## config.mk

```make
export PLATFORM = sky130hd
export DESIGN_NAME = seg_serial_disp
export DESIGN_NICKNAME = d
export VERILOG_FILES = /design/src/rtl/seg_disp_pkg.sv /design/src/rtl/seg_hex_encode.sv /design/src/rtl/seg_serial_disp.sv
export SDC_FILE = /design/constraint.sdc
export NUM_CORES = 1
export LEC_CHECK = 0
export CORE_MARGIN = 5
export CORE_UTILIZATION = 57
export DETAILED_ROUTE_END_ITERATION = 12
export GPL_TIMING_DRIVEN = 0
export MAX_ROUTING_LAYER = met4
export PLACE_DENSITY = 0.87
export SYNTH_ARGS = -nofsm -noshare
export SYNTH_HDL_FRONTEND = slang
export SYNTH_SLANG_ARGS = --single-unit
```

## constraint.sdc

```tcl
create_clock -name clk -period 4.8 [get_ports clk]
set_input_delay 0.72 -clock clk [delete_from_list [all_inputs] [get_ports clk]]
set_output_delay 0.72 -clock clk [all_outputs]
set_load 0.03 [all_outputs]
```

## src/rtl/seg_disp_pkg.sv

```systemverilog
// Shared constants for the serial 7-segment display driver: FSM encoding,
// blank pattern and the active-low hex-to-segment table.
package seg_disp_pkg;

  localparam logic [1:0] ST_IDLE  = 2'd0;
  localparam logic [1:0] ST_LOAD  = 2'd1;
  localparam logic [1:0] ST_SHIFT = 2'd2;
  localparam logic [1:0] ST_LATCH = 2'd3;

  localparam logic [7:0] SEG_BLANK = 8'hFF;

  // Active-low {g,f,e,d,c,b,a}; the dp bit is added by the encoder.
  function automatic logic [6:0] hex_to_seg(input logic [3:0] hex);
    logic [6:0] seg;
    case (hex)
      4'h0: seg = 7'h40;
      4'h1: seg = 7'h79;
      4'h2: seg = 7'h24;
      4'h3: seg = 7'h30;
      4'h4: seg = 7'h19;
      4'h5: seg = 7'h12;
      4'h6: seg = 7'h02;
      4'h7: seg = 7'h78;
      4'h8: seg = 7'h00;
      4'h9: seg = 7'h10;
      4'hA: seg = 7'h08;
      4'hB: seg = 7'h03;
      4'hC: seg = 7'h46;
      4'hD: seg = 7'h21;
      4'hE: seg = 7'h06;
      default: seg = 7'h0E;
    endcase
    return seg;
  endfunction

endpackage

```

## src/rtl/seg_hex_encode.sv

```systemverilog
// One digit of text-mode encoding: nibble plus decimal point to an active-low
// segment byte, forced fully dark when the digit is in its blank phase.
module seg_hex_encode
  import seg_disp_pkg::*;
(
  input  logic [3:0] hex,
  input  logic       point,
  input  logic       blank,
  output logic [7:0] seg
);

  always_comb begin
    if (blank) seg = SEG_BLANK;
    else       seg = {~point, hex_to_seg(hex)};
  end

endmodule

```

## src/rtl/seg_serial_disp.sv

```systemverilog
// Serialises one byte per digit into an external shift register, MSB first,
// then latches it onto the display.
//
//   state    | meaning
//   ---------+---------------------------------------------------------
//   ST_IDLE  | display enabled, waiting for start
//   ST_LOAD  | capture frame, clear external register (1 cycle)
//   ST_SHIFT | clock out 8*DIGITS bits, DIV cycles low then DIV high
//   ST_LATCH | seg_clk low, display disabled (1 cycle), then done
module seg_serial_disp
  import seg_disp_pkg::*;
#(
  parameter int DIGITS = 8,
  parameter int DIV    = 4
) (
  input  logic                  clk,
  input  logic                  rst,
  input  logic                  start,
  input  logic                  mode,
  input  logic [4*DIGITS-1:0]   hexs,
  input  logic [DIGITS-1:0]     les,
  input  logic [DIGITS-1:0]     points,
  input  logic                  flash,
  input  logic [8*DIGITS-1:0]   seg_map,
  output logic                  seg_clk,
  output logic                  seg_sout,
  output logic                  seg_clrn,
  output logic                  seg_pen,
  output logic                  busy,
  output logic                  done
);

  localparam int NBITS = 8 * DIGITS;
  localparam int BW    = $clog2(NBITS + 1);
  localparam int DW    = $clog2(DIV + 1);

  localparam logic [BW-1:0] BIT_LOAD = BW'(NBITS);
  localparam logic [BW-1:0] BIT_TC   = BW'(1);
  localparam logic [DW-1:0] DIV_LOAD = DW'(DIV);
  localparam logic [DW-1:0] DIV_TC   = DW'(1);

  logic [1:0]       state;
  logic [NBITS-1:0] frame;
  logic [NBITS-1:0] shreg;
  logic [BW-1:0]    bit_cnt;
  logic [DW-1:0]    div_cnt;
  logic             clk_q;
  logic             live;
  logic             done_q;

  for (genvar i = 0; i < DIGITS; i++) begin : g_digit
    logic [7:0] enc;

    seg_hex_encode u_enc (
      .hex   (hexs[4*i +: 4]),
      .point (points[i]),
      .blank (les[i] & flash),
      .seg   (enc)
    );

    assign frame[8*i +: 8] = mode ? enc : seg_map[8*i +: 8];
  end

  always_ff @(posedge clk) begin
    if (rst) begin
      state   <= ST_IDLE;
      shreg   <= '0;
      bit_cnt <= '0;
      div_cnt <= '0;
      clk_q   <= 1'b0;
      live    <= 1'b0;
      done_q  <= 1'b0;
    end else begin
      // live holds the display off/cleared for the reset cycle itself
      live   <= 1'b1;
      done_q <= (state == ST_LATCH);
      case (state)
        ST_IDLE: begin
          if (start) state <= ST_LOAD;
        end
        ST_LOAD: begin
          shreg   <= frame;
          bit_cnt <= BIT_LOAD;
          div_cnt <= DIV_LOAD;
          clk_q   <= 1'b0;
          state   <= ST_SHIFT;
        end
        ST_SHIFT: begin
          if (div_cnt == DIV_TC) begin
            div_cnt <= DIV_LOAD;
            clk_q   <= ~clk_q;
            // falling edge: advance to the next bit
            if (clk_q) begin
              shreg   <= {shreg[NBITS-2:0], 1'b0};
              bit_cnt <= bit_cnt - 1'b1;
              if (bit_cnt == BIT_TC) state <= ST_LATCH;
            end
          end else begin
            div_cnt <= div_cnt - 1'b1;
          end
        end
        ST_LATCH: begin
          clk_q <= 1'b0;
          state <= ST_IDLE;
        end
        default: state <= ST_IDLE;
      endcase
    end
  end

  assign seg_clk  = clk_q;
  assign seg_sout = shreg[NBITS-1];
  assign seg_clrn = live & (state != ST_LOAD);
  assign seg_pen  = live & (state == ST_IDLE);
  assign busy     = (state != ST_IDLE);
  assign done     = done_q;

endmodule

```

# [Word level (Yosys, flattened, before mapping)]
# Memories as Yosys holds them, arrays and structs flattened.
# Cells that the tools add are included.
[classes] add_sub_neg=2 n_mux=32 bitwise=19 n_reduce_logical=8 eq_ne=10
[ops] op="two-way mux 64 bit" count=2
[ops] op="two-way mux 8 bit" count=16
[ops] op="one-hot mux 64 bit (2 select lines)" count=1
[ops] op="two-way mux 7 bit" count=2
[ops] op="one-hot mux 7 bit (2 select lines)" count=1
[ops] op="AND 1 bit" count=10
[ops] op="NOT 1 bit" count=9
[ops] op="two-way mux 2 bit" count=4
[ops] op="!= test 2 bit, second input constant" count=4
[ops] op="one-hot mux 2 bit (4 select lines)" count=1
[ops] op="equality test 7 x 1 -> 1 bit, second input constant" count=1
[ops] op="subtractor 7 x 1 -> 7 bit, second input constant" count=1
[ops] op="one-hot mux 3 bit (2 select lines)" count=1
[ops] op="nonzero test 2 bit" count=3
[ops] op="equality test 2 bit, second input constant" count=2
[ops] op="AND reduction 4 bit" count=1
[ops] op="equality test 3 x 1 -> 1 bit, second input constant" count=1
[ops] op="two-way mux 3 bit" count=1
[ops] op="AND reduction 3 bit" count=1
[ops] op="subtractor 3 x 1 -> 3 bit, second input constant" count=1
[ops] op="equality test 2 x 1 -> 1 bit, second input constant" count=1
[ops] op="zero test 2 bit" count=1
[ops] op="two-way mux 1 bit" count=2
[ops] op="!= test 2 x 1 -> 1 bit, second input constant" count=1
[ops] op="other kinds (3)" count=3
[word_totals] mem_bits_ro=896 input_bits=117 memories=8 regBits=79
[memory_table] memory="(no name shown)" depth=16 word_bits=7 rd=1 rd_ports_with_merged_regs=0 wr=0 line="seg_disp_pkg.sv:15" text="case (hex)"
[memory_table] memory="(no name shown)" depth=16 word_bits=7 rd=1 rd_ports_with_merged_regs=0 wr=0 line="seg_disp_pkg.sv:15"
[memory_table] memory="(no name shown)" depth=16 word_bits=7 rd=1 rd_ports_with_merged_regs=0 wr=0 line="seg_disp_pkg.sv:15"
[memory_table] memory="(no name shown)" depth=16 word_bits=7 rd=1 rd_ports_with_merged_regs=0 wr=0 line="seg_disp_pkg.sv:15"
[memory_table] memory="(no name shown)" depth=16 word_bits=7 rd=1 rd_ports_with_merged_regs=0 wr=0 line="seg_disp_pkg.sv:15"
[memory_table] memory="(no name shown)" depth=16 word_bits=7 rd=1 rd_ports_with_merged_regs=0 wr=0 line="seg_disp_pkg.sv:15"
[memory_table] memory="+2 memories"

# [Logic depth before layout (Yosys ltp)]
# Gate-level depths: netlist of run 1.
[logic_depth] word_depth=5 ltp_mapped=9 ltp_nobuf=6

# [Modules after synthesis]
# From an unflattened synthesis of run 1, not the netlist that was laid out.
[unflattened] cells_unflattened=831 area_unflattened_um2=6729.0
[by_module_without_submodules] module="seg_serial_disp" cells_each=520 instances=1 area_per_inst_um2=4362.9 seq_area_each_um2=1581.5
[by_module_without_submodules] module="seg_hex_encode at g_digit[4].u_enc ..." cells_each=41 instances=4 area_per_inst_um2=284.0 seq_area_each_um2=0.0
[by_module_without_submodules] module="seg_hex_encode at g_digit[1].u_enc ..." cells_each=36 instances=2 area_per_inst_um2=302.8 seq_area_each_um2=0.0
[by_module_without_submodules] module="seg_hex_encode at g_digit[0].u_enc" cells_each=39 instances=1 area_per_inst_um2=325.3 seq_area_each_um2=0.0
[by_module_without_submodules] module="seg_hex_encode at g_digit[2].u_enc" cells_each=36 instances=1 area_per_inst_um2=299.0 seq_area_each_um2=0.0

# [Worst setup path before layout of run 1]
# No wires, ideal clock.
[synth_path] path_type="input to register" startpoint="in hexs[29]" endpoint="reg shreg[59]" path_slack_ps=2911 cell_stages=6 setup_ps=129 t_arrival_ps=1760 path_cell_list="inv_1 > ha_1 > inv_1 > mux4_2 > o221ai_1 > o21ai_0"
[synth_via] elab_chain_cells=4
[synth_lines] element="start, declared" line="seg_serial_disp.sv:20" text="input logic [4*DIGITS-1:0] hexs,"
[synth_lines] element="memory read (16 x 7 bit)"
[synth_lines] element="two-way mux 8 bit" line="seg_hex_encode.sv:13" text="if (blank) seg = SEG_BLANK;"
[synth_lines] element="two-way mux 8 bit" line="seg_serial_disp.sv:61" text="assign frame[8*i +: 8] = mode ? enc : seg_map[8*i +: 8];"
[synth_lines] element="one-hot mux 64 bit (2 select lines)" line="seg_serial_disp.sv:77" text="case (state)"
[synth_lines] element="end signal, assigned" line="seg_serial_disp.sv:82" text="shreg <= frame;"
[synth_lines] element="end signal, assigned" line="seg_serial_disp.sv:94" text="shreg <= {shreg[NBITS-2:0], 1'b0};"
[synth_lines] element="end, declared" line="seg_serial_disp.sv:44" text="logic [NBITS-1:0] shreg;"
# Every way passes these cells.
# A chain may end at the register's enable or synchronous reset.

# [Worst setup path in the final report of run 1]
[layout_path] startpoint="reg state[1]" endpoint="out seg_clrn"
[layout_via] elab_chain_cells=2
[layout_lines] element="start, declared" line="seg_serial_disp.sv:42" text="logic [1:0] state;"
[layout_lines] element="start signal, assigned" line="seg_serial_disp.sv:66" text="state <= ST_IDLE;"
[layout_lines] element="start signal, assigned" line="seg_serial_disp.sv:79" text="if (start) state <= ST_LOAD;"
[layout_lines] element="start signal, assigned" line="seg_serial_disp.sv:86" text="state <= ST_SHIFT;"
[layout_lines] element="!= test 2 x 1 -> 1 bit" line="seg_serial_disp.sv:113" text="assign seg_clrn = live & (state != ST_LOAD);"
[layout_lines] element="AND 1 bit" line="seg_serial_disp.sv:113"
[layout_lines] element="end, declared" line="seg_serial_disp.sv:27" text="output logic seg_clrn,"
# Every way passes these cells.

==> results of run 1 <==
==> logic make-up after synthesis <==
logic type,Yosys count
compound gates,212
xor+xnor,5
buf+inv,106
mux,59
fa+ha+maj,65
flops,79
simple gates,221
==> layout by cell type, fill, tap and decap left out, types with 9 or more instances in the layout <==
master | Yosys | layout
mux2i_1 | 43 | 43
o221ai_1 | 41 | 41
buf_4 | 9 | 9
nor3_1 | 17 | 17
a31oi_1 | 48 | 48
clkbuf_1 | 24 | 25
inv_1 | 45 | 45
o21ai_0 | 26 | 26
nand2b_1 | 9 | 9
ha_1 | 65 | 65
o211ai_1 | 14 | 14
nand2_1 | 66 | 66
buf_2 | 21 | 21
clkbuf_8 | 0 | 9
a21oi_1 | 15 | 15
nor2_1 | 30 | 30
a211oi_1 | 22 | 22
clkdlybuf4s50_1 | 0 | 120
nand3_1 | 53 | 53
nor2b_1 | 19 | 19
dfxtp_1 | 79 | 79
==> sequential cells by signal, summed over array words and instances, names as in the netlist <==
signal and cells:
live 1, state 2, div_cnt 3, bit_cnt 7, shreg 64, seg_clk 1
done 1
==> path summary, 6_finish.rpt <==
kind	endpoint	slack, ns	depth (start not counted)
max	seg_clrn	2.12	4
min	shreg[32]$_SDFFE_PP0P_	0.48	2
max reg2reg	shreg[3]$_SDFFE_PP0P_	2.45	9
min reg2reg	shreg[32]$_SDFFE_PP0P_	0.48	2
==> where the power goes <==
group | internal, mW | total (mW) | switching, mW
Sequential | 0.843 | 0.967 | 0.124
Clock | 0.190 | 0.456 | 0.266
Combinational | 0.554 | 1.35 | 0.791
Total | 1.59 | 2.77 | 1.18
==> area by class of cell <==
cell class / instances / area [um2]
well taps: 140 / 175
multi-input cells: 562 / 4190
repair buffers: 120 / 1200
flip-flops and latches: 79 / 1580
fillers: 841 / 3010
clock inverters: 6 / 45.0
inverters: 45 / 169
plain buffers: 61 / 345
clock buffers: 10 / 128
==> through the flow <==
step | total power, mW | hold slack, ns | utilization [%] | instance area (um2)
6_report | 2.77 | 0.476 | 72.2 | 7830
5_1_grt | 2.90 | 0.498 | 72.2 | 7830
4_1_cts | 2.72 | 0.478 | 72.2 | 7830
3_5_place_dp | 2.27 | 0.464 | 70.6 | 7660
3_3_place_gp | 2.21 | 0.452 | 70.6 | 7660
2_1_floorplan | 1.80 | 0.447 | - | 6280
==> per-layer routing <==
metal / wire [um] / up-vias
met2: 10100 / 432
met4: 925 / 0
li1: - / 3031
met3: 2370 / 91
met1: 8210 / 3171
met5: 0 / -
==> worst max-delay path, delay by kind of cell (launching register included) <==
family                     cells  cell delay [ns]
adders and majority gates      1             0.27
DFF                            1             0.41
buffers and inverters          2             0.79
and+or+nand+nor                1             0.13
==> results.cfg, run 1 <==
[grt]
grt.busiest_layer = met2
grt_start_max_net_pins = 15
grt-ovfl-total = 0
antenna_found_initial = 0
grt_usage_pct = 33.0
grtUsageMet2_pct = 52.8
grt_util_met1_pct = 40.3
grt_pass1_wl_mm = 33.7
met3_usage_pct = 7.63
grt_pass1_vias = 6686

[finish]
nNetsFinal = 1060
antenna_cells = 0
syn2layout_area_growth_pct = 24.7
drive_above_1_share_pct = 9.29
layoutNonFillerInstCount = 1023

[sta]
rsz0062_at_grt = no
fmax_ghz = 0.373
setup_viol = 0
fin_ws_ns = 2.12
drv_slew = 0
worst_pin_slew_ns = 0.777
post-route-period-util_pct = 55.8
period_needed_ns = 2.68
fin_skew_ns = 0.00976
setup-tns-final_ns = 0
slew-limit-headroom_pct = 48.2
final-hold-violation-count = 0

[clock_network]
cts_setup_buffers = 0
worstSkewPairLatency_ns = 0.37
cts-root-buf = clkbuf_8
clockBufferDepth = 2
hold_buffers = 0
cts_sinks = 79
cts_tree = yes
ctsResizeCount = 0
h-tree-depth = 3
clk_pin_slew_ns = 0.09
numCtsBuffers = 9

[route]
vias_per_cell = 6.57
drt.antenna.violating_nets = 0
num_vias = 6725
routedWlPerCell_um = 21.1
drc = 0
drt_iter0_markers = 813
finalWirelength_mm = 21.6
drtPass1Iterations = 6

[synth]
synthesis.nets = 929
synthCells = 747
synth_area_um2 = 6280
synth_cell_types = 51
yosys_warnings = 0
synthArstFlopShare_pct = 0
ys_ff_latch = 79
synth_area_leaders = dfxtp_1, ha_1, mux2i_1
synth-simple-area-share_pct = 17.8
synthXorXnorAreaFrac_pct = 0.697
ys_seq_area_share_pct = 25.2
avgSynthCellArea_um2 = 8.41
synthAdderAreaFrac_pct = 12.9
synth-compound-area-share_pct = 24.0
synth-edff-count = 0
synth.top_cell.area_share_pct = 25.2
synth-main-ff-cell = dfxtp_1
synth_top_family_by_area = compound AO/OA/AOI/OAI gates
synth_area_leader_cell = dfxtp_1
muxShareOfSynthArea_pct = 11.2
synth_common_cells = dfxtp_1, nand2_1, ha_1, nand3_1, a31oi_1
synth_most_common_cell = dfxtp_1

[floorplan]
core_area_um2 = 10800
initial_core_util_pct = 57.9
design.die.area_um2 = 13200
pin_count = 123
die_h_um = 115
die_w_um = 115
rows = 38

[placed_design]
dpl_worst_slack_ns = 1.81
hpwl_mm = 15.9
place_inst = 1007
gp_congestion = 0.957
io_buffers = 120

[setup_path]
max_stage_delay_ns = 0.68
crit_type = flip-flop to primary output
required_ns = 4.08
crit_path_end_kind = primary output
cpMaxStageDelayCell = clkdlybuf4s50_1
critPathMaxFanout = 5
r2r_start = state[0]$_SDFFE_PP0P_
setup.worst_path.start_class = flip-flop
cp-startpoint = state[1]$_SDFFE_PP0P_
cp.arrival_ns = 1.96
path_cells = inv_1, ha_1, nor2b_1, clkdlybuf4s50_1

[hold_path]
hp-class = flip-flop to flip-flop
worstHoldStart = shreg[31]$_SDFFE_PP0P_

[pwr]
power_density_nw_per_um2 = 354
p_leak_nw = 3.12
ir_drop_mv = 0.299

[job]
cap_violations = 0

[outcome]
status = finished clean
Power figures use the tool's default switching activity.
==> run 2, diff against run 1 <==
--- a/config.mk
+++ b/config.mk
@@ -6,11 +6,11 @@
 export NUM_CORES = 1
 export LEC_CHECK = 0
 export CORE_MARGIN = 5
-export CORE_UTILIZATION = 57
+export CORE_UTILIZATION = 48
 export DETAILED_ROUTE_END_ITERATION = 12
 export GPL_TIMING_DRIVEN = 0
 export MAX_ROUTING_LAYER = met4
-export PLACE_DENSITY = 0.87
+export PLACE_DENSITY = 0.78
 export SYNTH_ARGS = -nofsm -noshare
 export SYNTH_HDL_FRONTEND = slang
 export SYNTH_SLANG_ARGS = --single-unit
==> constraint.sdc (replaced) <==
create_clock -name clk -period 2.4 [get_ports clk]
set_input_delay 0.36 -clock clk [delete_from_list [all_inputs] [get_ports clk]]
set_output_delay 0.36 -clock clk [all_outputs]
set_load 0.03 [all_outputs]
==> results.cfg, run 2 (synthesis gave the netlist of run 1 again) <==
[route]
routedWlPerCell_um = 20.1
drc = 0
drt_iter0_markers = 725
finalWirelength_mm = 21.2
drt.antenna.violating_nets = 0
drtPass1Iterations = 5
vias_per_cell = 6.15
num_vias = 6484

[finish]
top_regs = shreg x64, bit_cnt x7, div_cnt x3
multi_input_area_um2 = 4190
seqCellArea_um2 = 1580
nNetsFinal = 1060
stdcell_area_um2 = 8020
layoutNonFillerInstCount = 1055
final_common_cell = clkdlybuf4s50_1
antenna_cells = 0
largest_reg_flops = 64
syn2layout_area_growth_pct = 27.6
num-fill-cells = 1110
layout_common_cells = clkdlybuf4s50_1, dfxtp_1, nand2_1
utilization_pct = 63.0
drive_above_1_share_pct = 9.17
largest-register = shreg

[grt]
grt_pass1_vias = 6017
grt_pass1_wl_mm = 32.4
grtUsageMet2_pct = 42.2
grt.busiest_layer = met2
antenna_found_initial = 0
grt_util_met1_pct = 35.3
grt_start_max_net_pins = 14
grt_usage_pct = 26.4
grt-ovfl-total = 0
met3_usage_pct = 3.69

[outcome]
status = finished clean

[setup_path]
setup.worst_path.start_class = input port
r2r_cells = 8
worst-path-stages = 6
crit_top_cell = buf_4
required_ns = 2.66
crit_family = buffers and inverters
crit_type = input port to flip-flop
cp.arrival_ns = 2.56
cpMaxStageDelayCell = clkdlybuf4s50_1
max_stage_delay_ns = 0.66
critPathMaxFanout = 10
path_cells = clkdlybuf4s50_1, buf_4, buf_4, clkbuf_1, o221ai_1, a21oi_1
crit_path_end_kind = flip-flop
crit_buf_inv = 4

[sta]
worst_pin_slew_ns = 0.750
post-route-period-util_pct = 95.7
final-hold-violation-count = 0
setup_viol = 0
drv_slew = 0
fin_skew_ns = 0.00829
fmax_ghz = 0.435
rsz0062_at_grt = no
slew-limit-headroom_pct = 50.0
period_needed_ns = 2.30
fin_ws_ns = 0.102
setup-tns-final_ns = 0
holdWs_ns = 0.468

[clock_network]
clk_pin_slew_ns = 0.06
h-tree-depth = 3
cts_setup_buffers = 0
hold_buffers = 0
clockBufferDepth = 2
numCtsBuffers = 9
cts_sinks = 79
ctsResizeCount = 0
cts-root-buf = clkbuf_16
cts_tree = yes
worstSkewPairLatency_ns = 0.33

[pwr]
p_total_mw = 6.06
switching_share_pct = 38.8
p_sw_mw = 2.35
clkPwrFrac_pct = 24.2
ir_drop_mv = 0.537
p_comb_share_pct = 44.1
p_seq_share_pct = 31.7
power_density_nw_per_um2 = 756
p_leak_nw = 3.19
intPower_mw = 3.71

[floorplan]
die_h_um = 124
core_area_um2 = 12700
rows = 41
pin_count = 123
die_w_um = 124
design.die.area_um2 = 15500
initial_core_util_pct = 49.4

[placed_design]
io_buffers = 120
hpwl_mm = 15.5
place_area_um2 = 7700
gp_congestion = 0.926
dpl_worst_slack_ns = -0.187
place_inst = 1039

[job]
cap_violations = 0

[hold_path]
min_path_cells = 2
hp-class = flip-flop to flip-flop
-- run 2: worst paths after layout --
path              slack, ns                   start                     end
setup / recovery       0.10                    mode   shreg[0]$_SDFFE_PP0P_
hold / removal         0.47  shreg[44]$_SDFFE_PP0P_  shreg[45]$_SDFFE_PP0P_
setup reg to reg       0.23   state[0]$_SDFFE_PP0P_  shreg[36]$_SDFFE_PP0P_
hold reg to reg        0.47  shreg[44]$_SDFFE_PP0P_  shreg[45]$_SDFFE_PP0P_
-- run 2: metal layers --
metal / up-vias / share of wire, %
li1: 3031 / -
met1: 3097 / 41
met2: 330 / 47
met3: 26 / 10
met4: 0 / 1.5
met5: - / 0
-- run 2: final cells by class --
class / instances / share of cell area, %
Buffer: 61 / 4.31
Clock buffer: 11 / 2.90
Clock inverter: 5 / 1.01
Inverter: 45 / 2.11
Multi-Input combinational cell: 562 / 52.3
Sequential cell: 79 / 19.7
Tap cell: 172 / 2.68
Timing Repair Buffer: 120 / 15.0
-- run 2: worst min-delay path, cell delays in order (launching register included) --
cell     delay [ns]
dfxtp_1        0.31
nand2_1        0.05
a31oi_1        0.07
-- run 2: power groups by stage --
stage / Clock, mW / Sequential, mW / Combinational, mW
final: 1.47 / 1.92 / 2.67
after global placement: 0 / 1.93 / 2.54
after global routing: 1.51 / 1.96 / 2.87
after floorplan: 0 / 1.89 / 1.71
after CTS: 1.45 / 1.92 / 2.60
after detailed placement: 0 / 1.94 / 2.58
==> run 3, diff against run 2 <==
--- a/config.mk
+++ b/config.mk
@@ -11,6 +11,8 @@
 export GPL_TIMING_DRIVEN = 0
 export MAX_ROUTING_LAYER = met4
 export PLACE_DENSITY = 0.78
+export SKIP_CTS_REPAIR_TIMING = 1
+export SLEW_MARGIN = 20
 export SYNTH_ARGS = -nofsm -noshare
 export SYNTH_HDL_FRONTEND = slang
 export SYNTH_SLANG_ARGS = --single-unit
==> results of run 3 <==
No change in the layout: final DEF, timing and power equal those of run 2.
